File: src/rtl/wb_csr_bridge_pkg.sv
// Shared CSR-bus definitions for the Wishbone-to-CSR bridge and the CSR slaves
// (address/data widths, bank field position, bridge FSM states).
package wb_csr_bridge_pkg;

    localparam int unsigned CsrAw      = 14;
    localparam int unsigned CsrDw      = 32;
    localparam int unsigned CsrBankMsb = 13;
    localparam int unsigned CsrBankLsb = 10;

    typedef enum logic [1:0] {
        StIdle,
        StRead,
        StWrite,
        StAck
    } bridge_state_e;

    // Bank index of a Wishbone byte address (csr_a[13:10] == wb_adr[15:12]).
    function automatic logic [3:0] wb_bank(input logic [31:0] adr);
        return adr[CsrBankMsb+2:CsrBankLsb+2];
    endfunction

endpackage

File: src/rtl/wb_csr_bridge.sv
// Wishbone slave to CSR-bus master: one CSR cycle per single WB access.
// Optional address checking with bus error is enabled by defining WB_CSR_BRIDGE_ERR_EN.
module wb_csr_bridge
    import wb_csr_bridge_pkg::*;
#(
    parameter int unsigned read_wait  = 1,
    parameter int unsigned write_wait = 0,
    parameter int unsigned nbanks     = 16
) (
    input  logic             sys_clk,
    input  logic             sys_rst_n,

    input  logic [31:0]      wb_adr_i,
    input  logic [31:0]      wb_dat_i,
    output logic [31:0]      wb_dat_o,
    input  logic             wb_cyc_i,
    input  logic             wb_stb_i,
    input  logic             wb_we_i,
    output logic             wb_ack_o,
    output logic             wb_err_o,

    output logic [CsrAw-1:0] csr_a,
    output logic             csr_we,
    output logic [CsrDw-1:0] csr_do,
    input  logic [CsrDw-1:0] csr_di
);

    localparam logic [1:0] ReadCnt  = 2'(read_wait);
    localparam logic [1:0] WriteCnt = 2'(write_wait);

    bridge_state_e    state_q, state_d;
    logic [1:0]       cnt_q, cnt_d;
    logic             ack_q, ack_d;
    logic             err_q, err_d;
    logic             abort_q, abort_d;
    logic [CsrDw-1:0] dat_q, dat_d;
    logic [CsrAw-1:0] csr_a_q, csr_a_d;
    logic             csr_we_q, csr_we_d;
    logic [CsrDw-1:0] csr_do_q, csr_do_d;

    logic req;
    logic req_err;
    logic done;
    logic unused_adr;

    assign unused_adr = ^{wb_adr_i[31:16], wb_adr_i[1:0]};

`ifdef WB_CSR_BRIDGE_ERR_EN
    assign req_err = ({28'd0, wb_bank(wb_adr_i)} >= 32'(nbanks)) || (wb_adr_i[1:0] != 2'b00);
`else
    assign req_err = 1'b0;
`endif

    assign req  = wb_cyc_i & wb_stb_i & ~ack_q;
    assign done = (cnt_q == 2'd0);

    always_comb begin
        state_d  = state_q;
        cnt_d    = cnt_q;
        ack_d    = 1'b0;
        err_d    = 1'b0;
        abort_d  = abort_q;
        dat_d    = dat_q;
        csr_a_d  = csr_a_q;
        csr_we_d = 1'b0;
        csr_do_d = csr_do_q;

        unique case (state_q)
            StIdle: begin
                if (req) begin
                    if (req_err) begin
                        // Rejected: no CSR cycle, just a one-cycle error through StAck.
                        err_d   = 1'b1;
                        state_d = StAck;
                    end else begin
                        csr_a_d = wb_adr_i[15:2];
                        abort_d = 1'b0;
                        if (wb_we_i) begin
                            csr_do_d = wb_dat_i;
                            csr_we_d = 1'b1;
                            cnt_d    = WriteCnt;
                            state_d  = StWrite;
                        end else begin
                            cnt_d   = ReadCnt;
                            state_d = StRead;
                        end
                    end
                end
            end
            StRead: begin
                if (!wb_cyc_i) begin
                    abort_d = 1'b1;
                end
                if (done) begin
                    ack_d   = wb_cyc_i & ~abort_q;
                    state_d = StAck;
                    if (wb_cyc_i && !abort_q) begin
                        dat_d = csr_di;
                    end
                end else begin
                    cnt_d = cnt_q - 2'd1;
                end
            end
            StWrite: begin
                // An aborted cycle still runs to completion; only the ack is withheld.
                if (!wb_cyc_i) begin
                    abort_d = 1'b1;
                end
                if (done) begin
                    ack_d   = wb_cyc_i & ~abort_q;
                    state_d = StAck;
                end else begin
                    cnt_d = cnt_q - 2'd1;
                end
            end
            StAck: begin
                dat_d   = '0;
                state_d = StIdle;
            end
            default: begin
                state_d = StIdle;
            end
        endcase
    end

    always_ff @(posedge sys_clk or negedge sys_rst_n) begin
        if (!sys_rst_n) begin
            state_q  <= StIdle;
            cnt_q    <= 2'd0;
            ack_q    <= 1'b0;
            err_q    <= 1'b0;
            abort_q  <= 1'b0;
            dat_q    <= '0;
            csr_a_q  <= '0;
            csr_we_q <= 1'b0;
            csr_do_q <= '0;
        end else begin
            state_q  <= state_d;
            cnt_q    <= cnt_d;
            ack_q    <= ack_d;
            err_q    <= err_d;
            abort_q  <= abort_d;
            dat_q    <= dat_d;
            csr_a_q  <= csr_a_d;
            csr_we_q <= csr_we_d;
            csr_do_q <= csr_do_d;
        end
    end

    assign wb_dat_o = dat_q;
    assign wb_ack_o = ack_q;
    assign wb_err_o = err_q;
    assign csr_a    = csr_a_q;
    assign csr_we   = csr_we_q;
    assign csr_do   = csr_do_q;

endmodule
File: config.mk
export PLATFORM = sky130hd
export DESIGN_NAME = wb_csr_bridge
export DESIGN_NICKNAME = d
export VERILOG_FILES = /design/src/rtl/wb_csr_bridge_pkg.sv /design/src/rtl/wb_csr_bridge.sv
export SDC_FILE = /design/constraint.sdc
export NUM_CORES = 1
export LEC_CHECK = 0
export BUFFER_PORTS_ARGS = -buffer_cell sky130_fd_sc_hd__buf_4
export CAP_MARGIN = 40
export CORE_UTILIZATION = 48
export CTS_CLUSTER_SIZE = 30
export DETAILED_ROUTE_END_ITERATION = 7
export MAX_ROUTING_LAYER = met4
export PLACE_DENSITY = 0.85
export REMOVE_ABC_BUFFERS = 1
export SLEW_MARGIN = 15
export SYNTH_ARGS = -nofsm -noshare
export SYNTH_HDL_FRONTEND = slang
export SYNTH_SLANG_ARGS = --single-unit
File: constraint.sdc
create_clock -name sys_clk -period 4.5 [get_ports sys_clk]
set_clock_uncertainty 0.05 [all_clocks]
set_input_delay 0.225 -clock sys_clk [delete_from_list [all_inputs] [get_ports sys_clk]]
set_output_delay 0.225 -clock sys_clk [all_outputs]
set_load 0.05 [all_outputs]
==> impl_results.md <==
* Layout Nets at 492
* Share of power burned in registers at 32.1%
* Reg clk slew, reported paths at 100 ps
* GP Congestion at approximately 0.76
* Worst Path Buf+Inv at 2
* WP data arrival at 2700 ps
* Crit path to: csr_do[9]
* Residual DRC at 0
* Status: finished, final reports clean
* Clk buf depth at 2
* Row count at 30
* Global-route usage over all layers at 24.4%
* Non-filler cells, final at 487
* Post-Place Worst Slack at 1970 ps
* First-iteration detailed-routing DRC count at 81
* Root Driver: clkbuf_8
* Routed Antenna Nets at 0
* Final period utilization at 56.3%
* CTS tree: yes
* Clk_lat worst skew at 330 ps
* Met3 WL post-DR at 577 um
* Die Wd at 86.6 um
* Hold_sp: csr_di[19]
* Combinational Power Share at 52.4%
* YS warnings at 0
* Ports at 182
* Pint at 2.03 mW
* Startpoint types: flop
* Total clock sinks at 85
* Seq/Total Area, Yosys at 61.9%
* Largest net degree at the start of global routing at 63
* Leakage at 2.65 nW
* Power Density at 743 nW/um^2
* Max FO, Critical Path at 20
* CTS buffer count at 9
* Via count at roughly 2500
* DP Wirelength at 6250 um
* Setup TNS at 0 ps
* RSZ-0062 raised after global routing: no
* Clock share of power at approximately 16%
* Final hold vios at 0
* Worst EP required at approximately 4700 ps
* Final WS setup at between 1500 and 2000 ps
* H-tree levels at 3
* Cell chain of the critical path: inv_1 > ha_1 > nand4b_4 > or2_2 > buf_12 > mux2_4
* Reg2reg setup slack at 1970 ps
* Average size of a mapped cell at 15.5 sq um
* Sw frac at between 40 and 50%
* Min-delay worst type: primary input to flop
* Crit. End Element: flop
* Post_cts resized at 0
* Critical path class: flop to flop
* Max Clock Freq at 0.395 GHz
* Initial antenna violation count at 0
* Worst-case reg-to-reg path depth at 6
* Yosys reg bits at 85
* Final core occ at 72.6%
* Met2 WL at 4390 um
* Setup violators final at 0
* Critical path startpoint: state_q[0]
* Reg2reg start: state_q[0]
* CP Depth at 6
* Largest family of logic cells by synthesized area: multiplexers
* DRT met1 WL at 3410 um
* Synth Area in XOR/XNOR at 0%
* Slowest cell on the critical path: or2_2
* Top sig layer: met4
* Adder-cell area share of the yosys netlist at 1.82%
* Die height at 86.6 um
* Worst VDD drop at around 630 uV
* NetSw at 1.68 mW
* Initial core utilization at 50.0%
* Die area at roughly 7500 sq um
* IO Port Bufs at approximately 160
* Synthesized cell area at 3440 sq um
* Syn Inst Count at 221
* Simple-gate share of the synthesized area at 4.48%
* Max-slew violations at 0
* Wire length per cell at 17.5 um
* GR Overflow Total at 0
* Compound-Gate Fraction of Synth Area at slightly above 10%
* Avg Vias per Cell at 5.15
* Vias in the first global route at ~2700
* Multiplexer share of the synthesized area at 18.2%
* Inserted Diodes at 0
* First-pass GRT wire length at 13300 um
* Tmin final at ~2500 ps
* Layout cells sized above 1 at 59.3%
* Cell total after placement at 470
* Worst path max stage delay at 600 ps
* Cell family with most CP delay: simple AND/OR/NAND/NOR gates
* Final wirelength at 8550 um
* Yosys cell types at 30
* Maxcap violations at 0
* Layout area overhead at 45.2%
* Core footprint at 6870 sq um
* R2r endpoint: csr_do[9]
* DRT Pass-1 Iters at 6
[stage by stage]
stage               hold WS, ps  total power, mW  area, sq um
finish                     45.2             3.71         4990
global route               39.1             3.86         4990
CTS                        31.9             3.73         4990
detailed placement          107             3.14         4760
global placement            398             3.06         4720
floorplan                  -121             2.51         3350
[routing by layer]
metal	global-route usage [%]	vias up
met3	6.19	15
met2	41.3	114
met4	9.09	0
met1	28.0	1252
met5	-	-
li1	-	1128
[flip-flops by register name, summed over array words and instances (netlist names)]
| name | flops |
|---|---|
| csr_we | 1 |
| abort_q | 1 |
| csr_a | 14 |
| wb_ack_o | 1 |
| csr_do | 32 |
| cnt_q | 2 |
| state_q | 2 |
| wb_dat_o | 32 |
[cells in the final DEF (no fill, tap or decap), types with 2 or more instances in the layout]
| cell type | n |
|---|---|
| buf_4 | 164 |
| and2_1 | 2 |
| nand2b_1 | 3 |
| o211ai_1 | 2 |
| mux2_4 | 29 |
| o32a_1 | 2 |
| inv_6 | 3 |
| a211oi_1 | 2 |
| dfrtp_1 | 85 |
| nand3b_1 | 2 |
| nand3_1 | 2 |
| inv_1 | 7 |
| ha_1 | 5 |
| nand2_1 | 4 |
| nor2b_1 | 2 |
| mux2_2 | 17 |
| clkbuf_8 | 11 |
| a22o_1 | 32 |
[cell families (layout without fill, tap and decap cells)]
| family | after synthesis | count (layout) |
|---|---|---|
| compound gates | 42 | 42 |
| fa+ha+maj | 5 | 5 |
| buf+inv | 20 | 190 |
| flops | 85 | 85 |
| mux | 46 | 46 |
| other cells | 1 | 1 |
| simple gates | 22 | 22 |
[area by class of cell]
| type | instances | area, sq um |
|---|---|---|
| clock buffers | 11 | 151 |
| clock inverters | 5 | 63.8 |
| fillers | 443 | 1880 |
| inverters | 7 | 26.3 |
| multi-input cells | 116 | 1210 |
| flip-flops and latches | 85 | 2130 |
| well taps | 96 | 120 |
| repair buffers | 167 | 1290 |
[power by group through the flow]
stage | Combinational, mW | Clock [mW] | Sequential, mW
6_report | 1.94 | 0.576 | 1.19
2_1_floorplan | 0.532 | 0 | 1.98
5_1_grt | 2.03 | 0.619 | 1.22
3_5_place_dp | 1.95 | 0 | 1.19
4_1_cts | 1.95 | 0.590 | 1.19
3_3_place_gp | 1.89 | 0 | 1.17
[synthesized netlist by cell type]
library cell  instances  share of area, %
o32a_1                2              0.58
nor4_2                1              0.36
a22o_1               32               8.2
nor2b_1               2              0.36
nor3b_1               1              0.22
mux2_2               17               5.6
buf_1                 1              0.11
o21ai_0               1              0.15
buf_4                 1              0.22
buf_6                 4               1.3
dfrtp_1              85                62
o211ai_1              2              0.44
nand2b_1              3              0.55
or3_1                 1              0.18
mux2_4               29                13
ha_1                  5               1.8
and4b_1               1              0.29
or2_1                 1              0.18
nand3b_1              2              0.44
nor2_1                1              0.11
nand2_1               4              0.44
a21boi_0              1              0.22
a211oi_1              2              0.44
conb_1                1              0.11
inv_1                 7              0.76
nand3_1               2              0.29
a21oi_1               2              0.29
nand4b_4              1              0.69
and2_1                2              0.36
clkbuf_1              7              0.76
[repair_timing]
action                    in CTS  in global routing
buffers inserted               0                  0
hold buffers                   1                  0
hold endpoints to repair      23                  0
[how the worst min path moves through the flow]
stage,cells past startpoint,endpoint
after floorplan,0,abort_q
after global placement,2,wb_dat_o[31]
after detailed placement,1,csr_a[8]
after CTS,2,wb_dat_o[31]
after global routing,2,wb_dat_o[19]
final,2,wb_dat_o[19]
Power figures use the tool's default switching activity.
